`config.mk`:
```
export PLATFORM = sky130hd
export DESIGN_NAME = fp_deposit_seq_flat
export DESIGN_NICKNAME = d
export VERILOG_FILES = /design/src/rtl/fp_panel_pkg.sv /design/src/rtl/fp_deposit_seq_if.sv /design/src/rtl/fp_edge_rise.sv /design/src/rtl/fp_deposit_seq.sv /design/src/flat_wrapper.sv
export SDC_FILE = /design/constraint.sdc
export NUM_CORES = 1
export LEC_CHECK = 0
export CORE_MARGIN = 10
export CORE_UTILIZATION = 39
export DETAILED_ROUTE_END_ITERATION = 6
export GPL_TIMING_DRIVEN = 0
export PLACE_DENSITY = 0.79
export SLEW_MARGIN = 20
export SYNTH_ARGS = -nofsm -noshare
export SYNTH_HDL_FRONTEND = slang
export SYNTH_SLANG_ARGS = --single-unit
```
`constraint.sdc`:
```
create_clock -name clk -period 2.2 [get_ports clk]
set_clock_uncertainty 0.05 [all_clocks]
set_input_delay 0.22 -clock clk [delete_from_list [all_inputs] [get_ports clk]]
set_output_delay 0.22 -clock clk [all_outputs]
set_load 0.005 [all_outputs]
```
`src/rtl/fp_panel_pkg.sv`:
```
// fp_panel_pkg: shared types, default widths and counter sizing for the front-panel deposit sequencer.
package fp_panel_pkg;
  localparam int DEF_DATA_W = 8;
  localparam int DEF_ADDR_W = 16;
  typedef enum logic [2:0] {IDLE, SETUP, STROBE, HOLD, DONE} fp_dep_state_t;
  function automatic int cnt_w(input int setup_cyc, input int wr_pulse);
    int m;
    m = setup_cyc > wr_pulse ? setup_cyc : wr_pulse;
    return m > 1 ? $clog2(m) : 1;
  endfunction
endpackage

```
`src/rtl/fp_deposit_seq_if.sv`:
```
// fp_deposit_seq_if: panel-switch side and memory-write side of the deposit sequencer.
interface fp_deposit_seq_if import fp_panel_pkg::*; #(
  parameter int DATA_W = DEF_DATA_W,
  parameter int ADDR_W = DEF_ADDR_W
);
  logic              dep_req;
  logic              dep_next_req;
  logic [DATA_W-1:0] data_sw;
  logic [ADDR_W-1:0] addr_in;
  logic [ADDR_W-1:0] mem_addr;
  logic [DATA_W-1:0] mem_data;
  logic              mem_wr;
  logic              busy;
  logic              deposit_latch;
  logic              done;
  logic              addr_upd;
  logic [ADDR_W-1:0] addr_next;
  modport master (
    output dep_req, dep_next_req, data_sw, addr_in,
    input  mem_addr, mem_data, mem_wr, busy, deposit_latch, done, addr_upd, addr_next
  );
  modport slave (
    input  dep_req, dep_next_req, data_sw, addr_in,
    output mem_addr, mem_data, mem_wr, busy, deposit_latch, done, addr_upd, addr_next
  );
endinterface

```
`src/rtl/fp_edge_rise.sv`:
```
// fp_edge_rise: one-cycle rising-edge pulse from a debounced level, with selectable reset value
// for the previous sample so a level held through reset release does not fire.
module fp_edge_rise #(
  parameter logic RST_VAL = 1'b1
) (
  input  logic clk,
  input  logic reset_n,
  input  logic level,
  output logic rise
);
  logic prev;
  always_ff @(posedge clk or negedge reset_n)
    if (!reset_n) prev <= RST_VAL;
    else          prev <= level;
  assign rise = level & ~prev;
endmodule

```
`src/rtl/fp_deposit_seq.sv`:
```
// fp_deposit_seq: DEPOSIT / DEPOSIT NEXT switch action to timed memory write (setup, strobe, hold).
// DEPOSIT NEXT support is built only when DEPOSIT_NEXT_EN is defined.
module fp_deposit_seq import fp_panel_pkg::*; #(
  parameter int DATA_W    = DEF_DATA_W,
  parameter int ADDR_W    = DEF_ADDR_W,
  parameter int SETUP_CYC = 1,
  parameter int WR_PULSE  = 2
) (
  input logic             clk,
  input logic             reset_n,
  fp_deposit_seq_if.slave bus
);
  localparam int CW = cnt_w(SETUP_CYC, WR_PULSE);
  fp_dep_state_t     state, state_n;
  logic [CW-1:0]     cnt, cnt_n;
  logic [ADDR_W-1:0] addr_q, addr_d, addr_inc;
  logic [DATA_W-1:0] data_q, data_d;
  logic              next_q, next_d;
  logic              dep_rise, next_rise;
  fp_edge_rise #(.RST_VAL(1'b1)) u_dep (
    .clk(clk), .reset_n(reset_n), .level(bus.dep_req), .rise(dep_rise)
  );
`ifdef DEPOSIT_NEXT_EN
  fp_edge_rise #(.RST_VAL(1'b1)) u_next (
    .clk(clk), .reset_n(reset_n), .level(bus.dep_next_req), .rise(next_rise)
  );
  assign addr_inc      = bus.addr_in + ADDR_W'(1);
  assign bus.addr_upd  = state == DONE && next_q;
  assign bus.addr_next = state == DONE ? addr_q : '0;
`else
  logic unused_next;
  assign unused_next   = bus.dep_next_req;
  assign next_rise     = 1'b0;
  assign addr_inc      = bus.addr_in;
  assign bus.addr_upd  = 1'b0;
  assign bus.addr_next = '0;
`endif
  always_comb begin
    state_n = state;
    cnt_n   = cnt;
    addr_d  = addr_q;
    data_d  = data_q;
    next_d  = next_q;
    case (state)
      IDLE:
        // DEPOSIT takes priority when both switches rise together
        if (dep_rise || next_rise) begin
          state_n = SETUP;
          cnt_n   = CW'(SETUP_CYC - 1);
          addr_d  = dep_rise ? bus.addr_in : addr_inc;
          data_d  = bus.data_sw;
          next_d  = !dep_rise;
        end
      SETUP:
        if (cnt == '0) begin
          state_n = STROBE;
          cnt_n   = CW'(WR_PULSE - 1);
        end else cnt_n = cnt - CW'(1);
      STROBE:
        if (cnt == '0) state_n = HOLD;
        else cnt_n = cnt - CW'(1);
      HOLD:    state_n = DONE;
      DONE:    state_n = IDLE;
      default: state_n = IDLE;
    endcase
  end
  always_ff @(posedge clk or negedge reset_n)
    if (!reset_n) begin
      state  <= IDLE;
      cnt    <= '0;
      addr_q <= '0;
      data_q <= '0;
      next_q <= 1'b0;
    end else begin
      state  <= state_n;
      cnt    <= cnt_n;
      addr_q <= addr_d;
      data_q <= data_d;
      next_q <= next_d;
    end
  assign bus.mem_addr      = addr_q;
  assign bus.mem_data      = data_q;
  assign bus.mem_wr        = state == STROBE;
  assign bus.busy          = state != IDLE;
  assign bus.deposit_latch = state != IDLE;
  assign bus.done          = state == DONE;
endmodule

```
`src/flat_wrapper.sv`:
```
// flat-port wrapper written by rule: the top's interface ports become plain ports
module fp_deposit_seq_flat import fp_panel_pkg::*;
#(
  parameter int DATA_W    = DEF_DATA_W,
  parameter int ADDR_W    = DEF_ADDR_W,
  parameter int SETUP_CYC = 1,
  parameter int WR_PULSE  = 2
)
  (clk, reset_n, bus_dep_req, bus_dep_next_req, bus_data_sw, bus_addr_in, bus_mem_addr, bus_mem_data, bus_mem_wr, bus_busy, bus_deposit_latch, bus_done, bus_addr_upd, bus_addr_next);
  fp_deposit_seq_if #(.DATA_W(DATA_W), .ADDR_W(ADDR_W)) bus_i ();
  input logic clk;
  input logic reset_n;
  input wire logic [$bits(bus_i.dep_req)-1:0] bus_dep_req;
  input wire logic [$bits(bus_i.dep_next_req)-1:0] bus_dep_next_req;
  input wire logic [$bits(bus_i.data_sw)-1:0] bus_data_sw;
  input wire logic [$bits(bus_i.addr_in)-1:0] bus_addr_in;
  output wire logic [$bits(bus_i.mem_addr)-1:0] bus_mem_addr;
  output wire logic [$bits(bus_i.mem_data)-1:0] bus_mem_data;
  output wire logic [$bits(bus_i.mem_wr)-1:0] bus_mem_wr;
  output wire logic [$bits(bus_i.busy)-1:0] bus_busy;
  output wire logic [$bits(bus_i.deposit_latch)-1:0] bus_deposit_latch;
  output wire logic [$bits(bus_i.done)-1:0] bus_done;
  output wire logic [$bits(bus_i.addr_upd)-1:0] bus_addr_upd;
  output wire logic [$bits(bus_i.addr_next)-1:0] bus_addr_next;
  assign bus_i.dep_req = bus_dep_req;
  assign bus_i.dep_next_req = bus_dep_next_req;
  assign bus_i.data_sw = bus_data_sw;
  assign bus_i.addr_in = bus_addr_in;
  assign bus_mem_addr = bus_i.mem_addr;
  assign bus_mem_data = bus_i.mem_data;
  assign bus_mem_wr = bus_i.mem_wr;
  assign bus_busy = bus_i.busy;
  assign bus_deposit_latch = bus_i.deposit_latch;
  assign bus_done = bus_i.done;
  assign bus_addr_upd = bus_i.addr_upd;
  assign bus_addr_next = bus_i.addr_next;
  fp_deposit_seq #(.DATA_W(DATA_W), .ADDR_W(ADDR_W), .SETUP_CYC(SETUP_CYC), .WR_PULSE(WR_PULSE)) u_core (.clk(clk), .reset_n(reset_n), .bus(bus_i));
endmodule
```
==> out/metrics.yaml, run 1 <==
pwr:
  combPwrFrac_pct: 52.2
  powerDensity_mw_per_mm2: 1230
  ir_drop_mv: 0.692
  switching_share_pct: 27.4
  power.internal_mw: 1.89
  leakage_nw: 1.03
  seqPwrFrac_pct: 36.2
  power.share.clock_pct: 11.6
  p_switching_mw: 0.711
clocking:
  cts-htree-levels: 2
  path_clk_slew_ns: 0.09
  cts_tree: "built"
  clock_latency_ns: 0.32
  postCtsSetupBuffers: 0
  clockBufferDepth: 2
  cts-buffers-inserted: 5
  clock_sinks: 29
  cts_resized: 0
  ctsRootBufferMaster: "clkbuf_4"
timing:
  setup_violations: 0
  period_share_pct: 95.0
  tightest_slew_ns: 0.650
  fmax_mhz: 478
  grt_setup_unrepaired: "false"
  relSlewSlack_pct: 56.7
  fin_crit_ns: 2.09
  drv_slew: 0
  setup_tns_ns: 0
  hold_viol: 0
route:
  drt-initial-drc-count: 24
  drcViolationCount: 0
  routedWlPerCell_um: 15.3
  first_pass_iters: 2
  viasPerCell: 4.24
  routed_wl_um: 3340
  num_vias: 924
  antenna_left: 0
worst_hold_path:
  worstHoldPathType: "in -> reg"
flow_run:
  cap_viol_max_count: 0
synth:
  synth.avg_cell_area_um2: 15.1
  yosysTopAreaCell: "dfrtp_1"
  ys_ff_latch: 29
  ys_top_cells_by_area: "dfrtp_1, mux2_4, buf_4"
  netlist.area_leader.share_pct: 50.0
  synth_cell_types: 22
  synth_warnings: 0
  synth_area_mm2: 0.00140
  synth_cells: 93
  seq_area_frac_synth_pct: 51.8
critical_path:
  end_kind: "output pin"
  critPathSlowestCell: "clkdlybuf4s50_1"
  cp_slowest_stage_delay_ns: 0.44
  path_max_fanout: 9
  critPathLaunchType: "flop"
  cp.arrival_ns: 1.82
  worstSetupPathType: "reg -> out"
  path_cells: "clkbuf_2 > or3_4 > buf_4 > clkdlybuf4s50_1"
  critical_path_required_ns: 1.93
floorplanning:
  fp.dieW_um: 80.0
  dieArea_mm2: 0.00640
  core_area_mm2: 0.00342
  rows: 21
  initial_utilization_pct: 41.1
  dieHeight_um: 80.0
  num_io_pins: 73
global_route:
  grt_pass1_vias: 1033
  grt_max_degree: 30
  antenna_found_initial: 0
  grt_pass1_wl_um: 5480
  grtUsageTotal_pct: 11.1
  overflow: 0
place:
  numPortBuffers: 54
  dp_hpwl_um: 2620
  place_inst: 209
  gp_congestion: 0.743
final_layout:
  stdcell_count: 218
  syn_to_final_growth_pct: 50.8
  antennaDiodeCount: 0
  n_fill_cell: 287
  drive_gt1_share_pct: 33.1
  mostFrequentLayoutCells: "clkdlybuf4s50_1, dfrtp_1, mux2_4"
  final_common_cell: "clkdlybuf4s50_1"
  fin_nets: 199
status:
  outcome: "completed"
-- power by group through the flow --
stage / Combinational [mW] / Sequential (mW) / Clock [mW]
final: 1.36 / 0.942 / 0.300
after global routing: 1.46 / 0.987 / 0.338
after CTS: 1.39 / 0.944 / 0.314
after detailed placement: 1.37 / 0.952 / 0
after global placement: 1.34 / 0.932 / 0
after floorplan: 0.659 / 0.955 / 0
-- metrics by stage --
| step | worst slack (ns) | power [mW] | area, um^2 | hold slack (ns) | utilization, % |
|---|---|---|---|---|---|
| floorplan | 0.462 | 1.61 | 1460 | -0.126 | - |
| global placement | 0.429 | 2.27 | 2060 | 0.440 | 60.3 |
| detailed placement | 0.404 | 2.33 | 2060 | 0.238 | 60.2 |
| CTS | 0.0881 | 2.64 | 2110 | 0.264 | 61.9 |
| global route | 0.00681 | 2.79 | 2110 | 0.267 | 61.9 |
| finish | 0.110 | 2.60 | 2110 | 0.277 | 61.9 |
-- logic make-up (layout without fill, tap and decap cells) --
family	Yosys count	in the layout	synth area share (%)
flops	29	29	51.8
compound gates	5	5	2.50
other cells	1	17	0.267
simple gates	9	9	5.26
mux	25	25	25.4
buf+inv	24	87	14.7
-- worst paths after layout --
kind	from	endpoint	slack (ns)	cells past startpoint
worst max-delay path	u_core.state[0]	bus_deposit_latch	0.11	4
worst min-delay path	bus_dep_req	u_core.u_dep.prev	0.28	1
worst max register to register	u_core.state[0]	u_core.bus.mem_addr[2]	0.39	6
worst min register to register	u_core.bus.mem_data[0]	u_core.bus.mem_data[0]	0.46	1
max in group asynchronous	reset_n	u_core.bus.mem_addr[9]	1.24	2
min in group asynchronous	reset_n	u_core.bus.mem_data[1]	0.44	2
-- worst max-delay path, delay by kind of cell (launching register included) --
kind | cells | cell delay [ns]
buffers and inverters | 3 | 0.74
flip-flops | 1 | 0.36
AND/OR/NAND/NOR | 1 | 0.40
-- timing repair --
action | CTS | global route
hold buffers | 1 | 0
setup endpoints to repair | 0 | 0
hold endpoints to repair | 28 | 0
-- area by class of cell --
cell class                 instances  area [um^2]  area share, %
sequential                        29          727           34.4
timing repair buffer              55          546           25.8
multi-input combinational         56          529           25.0
buffer                            23          203           9.59
tap                               46         57.6           2.72
clock buffer                       8         48.8           2.31
inverter                           1         3.75          0.178
-- synth_stat cells --
master    instances
nor3b_1           2
clkbuf_2          1
mux2_2            5
o22ai_1           1
nand2b_4          1
dfrtp_1          28
buf_6             2
and2b_1           1
dfstp_2           1
nand2b_1          1
or2b_1            1
nor2_1            1
a21oi_1           2
o22a_1            1
o311a_1           1
conb_1            1
buf_12            2
or3_4             1
inv_1             1
buf_4            18
mux2_4           20
and3b_1           1
-- sequential cells by signal, indices dropped and copies added (netlist names) --
| register | count |
|---|---|
| u_core.bus.mem_addr | 16 |
| u_core.cnt | 1 |
| u_core.state | 3 |
| u_core.u_dep.prev | 1 |
| u_core.bus.mem_data | 8 |
-- per-layer routing --
metal	global-route usage (%)	vias up	share of wire [%]
met1	11.8	442	35
met5	0	-	0
met4	5.81	0	2.4
met2	18.0	40	53
li1	-	435	-
met3	4.95	7	10
No activity file was read; power rests on OpenSTA's default activity.
==> run 2: changes to the inputs <==
CORE_MARGIN = 3   (was 10)
==> run 2 against run 1 <==
Flip-flop and latch count stayed put. Via count decreased by 3.2%. Register-to-register slack hardly changed. Global-route usage rose by 3.9 points. Combinational power hardly changed. Core utilization up 0.66 points. Cell count stayed put. Hold slack improved by 0.0053 ns. First-iteration DRC count shrank 17%. Critical path depth is the same. Die area is 32% lower. Sequential power is essentially flat. Largest cell class unchanged. Largest power group unchanged.
==> out/metrics.yaml, run 2 (synthesis results as in run 1) <==
critical_path:
  worstSetupPathType: "reg -> out"
  reg2reg_slack_ns: 0.38
  cp-startpoint: "u_core.state[0]"
  r2r_cells: 6
  critPathLaunchType: "flop"
  cp.arrival_ns: 1.81
  timing.rr.start: "u_core.state[0]"
  endpoint: "bus_deposit_latch"
  end_kind: "output pin"
  critical_path_required_ns: 1.93
  path_max_fanout: 9
  regToRegEndpoint: "u_core.bus.mem_data[4]"
final_layout:
  fin_nets: 199
  n_fill_cell: 268
  antennaDiodeCount: 0
  final_common_cell: "clkdlybuf4s50_1"
  fin_util_pct: 62.6
  drive_gt1_share_pct: 34.9
  syn_to_final_growth_pct: 51.2
  mostFrequentLayoutCells: "clkdlybuf4s50_1, dfrtp_1, mux2_4"
  largest_reg_flops: 16
pwr:
  ir_drop_mv: 0.521
  powerDensity_mw_per_mm2: 1230
  leakage_nw: 1.04
floorplanning:
  num_io_pins: 73
  dieHeight_um: 66.0
  core_area_mm2: 0.00339
  fp.dieW_um: 66.0
  rows: 21
  initial_utilization_pct: 41.4
  dieArea_mm2: 0.00435
timing:
  grt_setup_unrepaired: "false"
  tightest_slew_ns: 0.628
  drv_slew: 0
  relSlewSlack_pct: 58.1
  setup_ws_ns: 0.117
  period_share_pct: 94.7
  fin_crit_ns: 2.08
  setup_tns_ns: 0
  setup_violations: 0
  fmax_mhz: 480
  hold_viol: 0
worst_hold_path:
  worstHoldPathType: "in -> reg"
route:
  antenna_left: 0
  drt-initial-drc-count: 20
  num_vias: 894
  routedWlPerCell_um: 13.9
  first_pass_iters: 2
  viasPerCell: 4.10
  routed_wl_um: 3030
  drcViolationCount: 0
global_route:
  grt_pass1_wl_um: 4690
  antenna_found_initial: 0
  grt_max_degree: 30
  overflow: 0
  grt_pass1_vias: 910
  grtUsageTotal_pct: 14.9
clocking:
  ctsRootBufferMaster: "clkbuf_4"
  path_clk_slew_ns: 0.10
  cts_tree: "built"
  cts_resized: 0
  clock_sinks: 29
  clockBufferDepth: 2
  cts-buffers-inserted: 5
  cts-htree-levels: 2
  clock_latency_ns: 0.33
place:
  gp_congestion: 0.662
  dp_hpwl_um: 2220
  pre_cts_ws_ns: 0.395
  numPortBuffers: 54
flow_run:
  cap_viol_max_count: 0
status:
  outcome: "completed"
## run 2: cell count changes in the layout (fill, tap and decap cells not counted)
cell,delta
clkinvlp_4,+1
clkbuf_1,-3
clkinv_2,+2
## run 2: worst max-delay path: stages (launching register included)
cell,delay [ns]
dfrtp_1,0.37
clkbuf_2,0.16
or3_4,0.39
buf_4,0.13
clkdlybuf4s50_1,0.43
## run 2: how the worst min path moves through the flow
stage,startpoint,depth (start not counted),slack (ns),end
final,bus_dep_req,1,0.28,u_core.u_dep.prev
after global routing,bus_dep_req,1,0.26,u_core.u_dep.prev
after CTS,bus_dep_req,1,0.26,u_core.u_dep.prev
after detailed placement,reset_n,1,0.22,u_core.bus.mem_addr[0]
after global placement,u_core.bus.mem_data[0],1,0.44,u_core.bus.mem_data[0]
after floorplan,reset_n,0,-0.13,u_core.bus.mem_addr[0]
## run 2: timing repair
item / 4_1_cts / 5_1_grt
endpoints found under the hold margin: 28 / 0
hold buffers: 1 / 0
buffers inserted: 0 / 0
## run 2: where the power goes
group	switching (mW)	internal, mW
registers	0.150	0.793
logic	0.381	0.966
clock network	0.192	0.120
## run 2: layout make-up
type / instances / area, um^2 / share of cell area, %
Clock buffer: 5 / 37.5 / 1.77
Timing Repair Buffer: 55 / 546 / 25.7
Tap cell: 46 / 57.6 / 2.71
Multi-Input combinational cell: 56 / 529 / 25.0
Buffer: 23 / 203 / 9.56
Clock inverter: 3 / 17.5 / 0.826
Inverter: 1 / 3.75 / 0.177
Sequential cell: 29 / 727 / 34.3
## run 2: layer usage
layer  vias up  track usage (%)  routed length [um]
li1        434                -                   -
met1       412             17.7                1220
met2        42             24.0                1520
met3         6             5.44                 244
met4         0             6.85                  52
met5         -                0                   0
## run 2: through the flow
step	cell area [um^2]	hold slack (ns)	cells	power, mW
finish	2120	0.282	218	2.60
CTS	2120	0.260	218	2.64
global route	2120	0.257	218	2.79
global placement	2060	0.440	209	2.25
floorplan	1460	-0.126	109	1.61
detailed placement	2060	0.224	209	2.31
